--- config.mk ---
export PLATFORM = sky130hd
export DESIGN_NAME = mod5_rr_arbiter
export DESIGN_NICKNAME = d
export VERILOG_FILES = /design/src/rtl/mod5_rr_arbiter.sv
export SDC_FILE = /design/constraint.sdc
export NUM_CORES = 1
export LEC_CHECK = 0
export CAP_MARGIN = 15
export CORE_AREA = 2 2 93 95
export DETAILED_ROUTE_END_ITERATION = 8
export DIE_AREA = 0 0 95 97
export HOLD_SLACK_MARGIN = 0.03
export PLACE_DENSITY = 0.53
export REMOVE_ABC_BUFFERS = 1
export SYNTH_ARGS = -nofsm -noshare
export SYNTH_HDL_FRONTEND = slang
export SYNTH_SLANG_ARGS = --single-unit
--- constraint.sdc ---
create_clock -name clk -period 6.4 [get_ports clk]
set_input_delay 1.92 -clock clk [delete_from_list [all_inputs] [get_ports clk]]
set_output_delay 1.92 -clock clk [all_outputs]
set_load 0.02 [all_outputs]
--- src/rtl/mod5_rr_arbiter.sv ---
// Round-robin arbiter for five requesters with a mod-5 priority pointer,
// registered one-hot grants, a per-grant hold limit and a one-cycle turnaround.
module mod5_rr_arbiter #(
  parameter int unsigned NUM_REQ  = 5,
  parameter int unsigned MAX_HOLD = 8,
  parameter int unsigned HOLD_W   = 8
) (
  input  logic               clk,
  input  logic               reset,
  input  logic [NUM_REQ-1:0] req,
  output logic [NUM_REQ-1:0] gnt,
  output logic [2:0]         gnt_id,
  output logic               gnt_valid,
  output logic               timeout
);

  localparam logic [1:0] S_IDLE    = 2'd0;
  localparam logic [1:0] S_GRANT   = 2'd1;
  localparam logic [1:0] S_RECOVER = 2'd2;

  localparam logic [2:0] LAST_ID = 3'(NUM_REQ - 1);

  logic [1:0]         state, state_nxt;
  logic [2:0]         ptr, ptr_nxt;
  logic [HOLD_W-1:0]  hold_cnt, hold_cnt_nxt;
  logic [NUM_REQ-1:0] gnt_nxt;
  logic [2:0]         gnt_id_nxt;
  logic               gnt_valid_nxt;
  logic               timeout_nxt;

  logic               found;
  logic [2:0]         sel;
  logic [3:0]         idx;

  // First requester at or after ptr, scanning with mod-5 wrap.
  always_comb begin
    found = 1'b0;
    sel   = 3'd0;
    idx   = 4'd0;
    for (int k = 0; k < int'(NUM_REQ); k++) begin
      idx = {1'b0, ptr} + 4'(k);
      if (idx >= 4'(NUM_REQ)) idx = idx - 4'(NUM_REQ);
      if (!found && req[3'(idx)]) begin
        found = 1'b1;
        sel   = 3'(idx);
      end
    end
  end

  // Next-state and next-output logic.
  always_comb begin
    state_nxt     = state;
    ptr_nxt       = ptr;
    hold_cnt_nxt  = hold_cnt;
    gnt_nxt       = gnt;
    gnt_id_nxt    = gnt_id;
    gnt_valid_nxt = gnt_valid;
    timeout_nxt   = 1'b0;
    case (state)
      S_IDLE: begin
        if (found) begin
          state_nxt     = S_GRANT;
          gnt_nxt       = NUM_REQ'(1) << sel;
          gnt_id_nxt    = sel;
          gnt_valid_nxt = 1'b1;
          hold_cnt_nxt  = HOLD_W'(1);
          ptr_nxt       = (sel == LAST_ID) ? 3'd0 : sel + 3'd1;
        end else begin
          gnt_nxt       = '0;
          gnt_valid_nxt = 1'b0;
        end
      end
      S_GRANT: begin
        if (!req[gnt_id]) begin
          state_nxt     = S_RECOVER;
          gnt_nxt       = '0;
          gnt_valid_nxt = 1'b0;
        end else if (hold_cnt == HOLD_W'(MAX_HOLD)) begin
          state_nxt     = S_RECOVER;
          gnt_nxt       = '0;
          gnt_valid_nxt = 1'b0;
          timeout_nxt   = 1'b1;
        end else begin
          hold_cnt_nxt  = hold_cnt + HOLD_W'(1);
        end
      end
      S_RECOVER: begin
        state_nxt = S_IDLE;
      end
      default: begin
        state_nxt     = S_IDLE;
        gnt_nxt       = '0;
        gnt_valid_nxt = 1'b0;
      end
    endcase
  end

  always_ff @(posedge clk) begin
    if (reset) begin
      state     <= S_IDLE;
      ptr       <= 3'd0;
      hold_cnt  <= '0;
      gnt       <= '0;
      gnt_id    <= 3'd0;
      gnt_valid <= 1'b0;
      timeout   <= 1'b0;
    end else begin
      state     <= state_nxt;
      ptr       <= ptr_nxt;
      hold_cnt  <= hold_cnt_nxt;
      gnt       <= gnt_nxt;
      gnt_id    <= gnt_id_nxt;
      gnt_valid <= gnt_valid_nxt;
      timeout   <= timeout_nxt;
    end
  end

endmodule
==> run_summary.xml <==
<?xml version="1.0" encoding="UTF-8"?>
<metrics>
  <group name="worst_setup_path">
    <metric name="cp-end-kind" unit="">flop</metric>
    <metric name="path_cells" unit="">clkdlybuf4s50_1 -&gt; mux4_1 -&gt; mux2i_1 -&gt; nor2_1 -&gt; nor2b_1 -&gt; o21ai_1 -&gt; a211o_1 -&gt; a21boi_1 -&gt; inv_1 -&gt; ha_1 -&gt; or3_1 -&gt; a31oi_1</metric>
    <metric name="critPathArrivalTime" unit="ns">5.41</metric>
    <metric name="slowest_stage" unit="">clkdlybuf4s50_1</metric>
    <metric name="crit_path_max_incr_delay" unit="ns">0.61</metric>
    <metric name="worst-path-max-fanout" unit="">12</metric>
    <metric name="critPathTopFamily" unit="">compound AO/OA/AOI/OAI gates</metric>
    <metric name="setup_cp_type" unit="">input pin to flop</metric>
    <metric name="regToRegSetupSlack" unit="ns">1.86</metric>
    <metric name="worst-path-stages" unit="">12</metric>
    <metric name="timing.critical_path.buf_inv" unit="">2</metric>
    <metric name="critPathRequiredTime" unit="ns">6.60</metric>
    <metric name="setup.worst_path.start_class" unit="">input pin</metric>
    <metric name="worst-r2r-cell-count" unit="">13</metric>
  </group>
  <group name="floorplan">
    <metric name="floorplan.initialDensity" unit="%">28.6</metric>
    <metric name="core_area" unit="um2">8130</metric>
    <metric name="num_rows" unit="">33</metric>
    <metric name="fp.dieArea" unit="um2">9220</metric>
    <metric name="num_io_pins" unit="">17</metric>
    <metric name="die_width" unit="um">95</metric>
    <metric name="dieHeight" unit="um">97</metric>
  </group>
  <group name="clock_network">
    <metric name="clock_sinks" unit="">23</metric>
    <metric name="cts_tree" unit="">built</metric>
    <metric name="postCtsSetupBuffers" unit="">0</metric>
    <metric name="cts_root_buf" unit="">clkbuf_8</metric>
    <metric name="cts_inserted_buffers" unit="">3</metric>
    <metric name="clock_tree.htree_level_count" unit="">1</metric>
    <metric name="clk_latency" unit="ns">0.27</metric>
    <metric name="clk_transition_reported_paths" unit="ns">0.09</metric>
    <metric name="cts_max_path_buffers" unit="">2</metric>
    <metric name="cts_hold_buffers" unit="">0</metric>
    <metric name="number_of_gates_given_a_new_drive_strength_after_cts" unit="">0</metric>
  </group>
  <group name="sta">
    <metric name="finalHoldViolations" unit="">0</metric>
    <metric name="worst_hold_check_slack" unit="ns">0.475</metric>
    <metric name="worst_slew_pin_slew" unit="ns">0.611</metric>
    <metric name="rsz_0062_raised_after_global_routing" unit="">no</metric>
    <metric name="post-route-period-util" unit="%">81.3</metric>
    <metric name="setup_clock_skew_after_layout" unit="ns">0.00686</metric>
    <metric name="totalNegativeSetupSlack" unit="ns">0</metric>
    <metric name="max_clock_freq" unit="GHz">0.192</metric>
    <metric name="worst_slew_margin_rel" unit="%">59.3</metric>
    <metric name="setup_viol" unit="">0</metric>
    <metric name="post-route-min-period" unit="ns">5.20</metric>
    <metric name="fin_max_slew_vios" unit="">0</metric>
    <metric name="setup_ws" unit="ns">1.20</metric>
  </group>
  <group name="run_status">
    <metric name="run_status" unit="">finished, final reports clean</metric>
  </group>
  <group name="route">
    <metric name="vias_per_cell" unit="">5.48</metric>
    <metric name="route.antenna.remaining_nets" unit="">0</metric>
    <metric name="drt_first_pass_iters" unit="">4</metric>
    <metric name="post-route-drc-count" unit="">0</metric>
    <metric name="dr_total_vias" unit="">2160</metric>
    <metric name="finalWirelength" unit="um">5940</metric>
    <metric name="routed_wire_length_per_instance" unit="um">15.1</metric>
    <metric name="drt_iter0_drc" unit="">126</metric>
  </group>
  <group name="power">
    <metric name="cellPowerDensity" unit="nW/um2">516</metric>
    <metric name="vdd.ir_drop.worst" unit="mV">0.318</metric>
    <metric name="total_power" unit="mW">1.34</metric>
    <metric name="leakagePower" unit="nW">0.963</metric>
  </group>
  <group name="global_routing">
    <metric name="grtUsageTotal" unit="%">13.0</metric>
    <metric name="maximum_number_of_pins_on_one_net_before_global_route_repair" unit="">33</metric>
    <metric name="grt_first_pass_wirelength" unit="um">9960</metric>
    <metric name="number_of_global_route_vias_before_repair" unit="">2016</metric>
    <metric name="antenna_violations_before_repair" unit="">0</metric>
    <metric name="grt.overflow.total" unit="">0</metric>
  </group>
  <group name="synth">
    <metric name="yosys.cell_types.count" unit="">74</metric>
    <metric name="ys.warnings.count" unit="">0</metric>
    <metric name="seq_total_area_yosys" unit="%">19.8</metric>
    <metric name="synthesis.area_per_instance" unit="um2">8.25</metric>
    <metric name="synth_flop_cell" unit="">dfxtp_1</metric>
    <metric name="edff_count_synth" unit="">0</metric>
    <metric name="synth-async-reset-ratio" unit="%">0</metric>
    <metric name="synth.cell_area" unit="um2">2330</metric>
    <metric name="ys_ff_latch" unit="">23</metric>
    <metric name="synthCells" unit="">282</metric>
  </group>
  <group name="place">
    <metric name="number_of_placed_instances_with_taps_included" unit="">390</metric>
    <metric name="post-dp-hpwl" unit="um">4480</metric>
    <metric name="cell_area_placed" unit="um2">2550</metric>
    <metric name="preCtsSetupSlack" unit="ns">0.951</metric>
    <metric name="place.port_buffers" unit="">16</metric>
    <metric name="finalWeightedCongestion" unit="">0.896</metric>
  </group>
  <group name="hold_path">
    <metric name="holdPathStages" unit="">2</metric>
    <metric name="hp-class" unit="">flop to flop</metric>
  </group>
  <group name="layout">
    <metric name="final_util" unit="%">31.9</metric>
    <metric name="final_cell_area" unit="um2">2600</metric>
    <metric name="fraction_of_layout_cells_with_a_size_suffix_above_1" unit="%">8.30</metric>
    <metric name="area_delta_synth_final" unit="%">11.6</metric>
    <metric name="diodes" unit="">0</metric>
    <metric name="nNetsFinal" unit="">312</metric>
    <metric name="fin_cells" unit="">394</metric>
    <metric name="n_fill_cell" unit="">838</metric>
  </group>
  <group name="job">
    <metric name="cap_violations" unit="">0</metric>
  </group>
</metrics>
==> cell type report <==
cell class	instances	area, um2	share of cell area [%]
flip-flops and latches	23	460	17.7
clock inverters	1	7.51	0.289
clock buffers	3	41.3	1.59
well taps	105	131	5.06
multi-input cells	225	1710	65.8
repair buffers	18	175	6.75
inverters	19	71.3	2.75
==> worst register-to-register path: stages, from the launching register on <==
cell and delay (ns):
dfxtp_1 0.68, inv_1 0.30, ha_1 0.59, nand2_1 0.21
a211o_1 0.30, a21boi_0 0.46, a41o_1 0.24, o21ai_0 0.11
a211o_1 0.30, a21boi_1 0.38, inv_1 0.13, ha_1 0.24
or3_1 0.37, a31oi_1 0.15
==> path summary, 6_finish.rpt <==
check	end	from
setup / recovery	ptr[2]	req[1]
hold reg to reg	gnt[4]	gnt[4]
setup reg to reg	ptr[2]	ptr[1]
hold / removal	gnt[4]	gnt[4]
==> where the power goes <==
part	switching (mW)	total [mW]	internal [mW]	leakage [nW]
Clock	0.0500	0.0940	0.0441	0.0217
Combinational	0.602	1.03	0.427	0.753
Sequential	0.0388	0.215	0.176	0.188
==> cells in the final DEF (no fill, tap or decap), types with 3 or more instances in the layout <==
cell type / count
nor2_1: 17
clkdlybuf4s50_1: 16
or3_1: 6
o211ai_1: 3
or2_2: 3
a31oi_1: 4
nand4b_1: 3
inv_1: 17
mux4_2: 3
o221ai_1: 3
nor3_1: 8
a211o_1: 4
and2_1: 4
clkbuf_8: 3
dfxtp_1: 23
a21o_1: 5
nor3b_1: 4
o21ba_2: 3
a21oi_1: 16
and3_1: 4
nor2b_1: 5
mux2i_1: 9
nand2b_1: 9
xnor2_1: 3
o21ai_0: 12
a32o_1: 5
nand3_1: 5
ha_1: 14
nand2_1: 14
a211oi_1: 7
==> registers in the layout (all words and copies together) (netlist names) <==
name and flops:
gnt 5, gnt_id 3, gnt_valid 1, hold_cnt 8, ptr 3, state 2
timeout 1
==> kinds of logic after synthesis <==
| kind of cell | share of synthesized area [%] |
|---|---|
| simple gates | 23.3 |
| compound gates | 29.8 |
| buf+inv | 6.77 |
| flops | 19.8 |
| mux | 10.0 |
| fa+ha+maj | 8.39 |
| xor+xnor | 1.88 |
==> synthesized netlist by cell type (all sizes together) (2+ instances only) <==
cell | count | area, um2
nand2b | 10 | 65.1
o21ai | 13 | 65.1
nor2 | 17 | 63.8
o22a | 2 | 17.5
xor2 | 2 | 17.5
buf | 12 | 75.1
and3 | 4 | 25.0
or4 | 2 | 18.8
nand4b | 3 | 26.3
o2111ai | 2 | 17.5
a211oi | 8 | 65.1
nor3 | 8 | 40.0
o21ba | 3 | 30.0
nor2b | 5 | 31.3
nor3b | 4 | 30.0
dfxtp | 23 | 460
clkbuf | 3 | 11.3
mux4 | 5 | 120
xnor2 | 3 | 26.3
o2bb2ai | 2 | 17.5
a211o | 4 | 35.0
nand3 | 5 | 25.0
nor4 | 2 | 12.5
o211ai | 3 | 22.5
o221ai | 3 | 26.3
nand2 | 15 | 58.8
or2 | 3 | 18.8
o31ai | 2 | 15.0
a21oi | 16 | 80.1
nand4 | 2 | 12.5
a21boi | 2 | 15.0
a32o | 5 | 50.1
mux2i | 9 | 90.1
and2 | 4 | 25.0
mux2 | 2 | 22.5
o21a | 2 | 15.0
o31a | 2 | 17.5
ha | 14 | 175
inv | 18 | 67.6
a21o | 5 | 37.5
a31oi | 4 | 25.0
o311ai | 2 | 17.5
or3 | 6 | 37.5
and3b | 2 | 17.5
==> per-layer routing <==
layer | GRT usage [%] | vias up | part of all wire, %
li1 | - | 1092 | -
met1 | 19.5 | 1011 | 49
met2 | 20.1 | 51 | 45
met3 | 1.79 | 6 | 4.5
met4 | 2.12 | 0 | 0.89
met5 | 0 | - | 0
No activity file was read; power rests on OpenSTA's default activity.
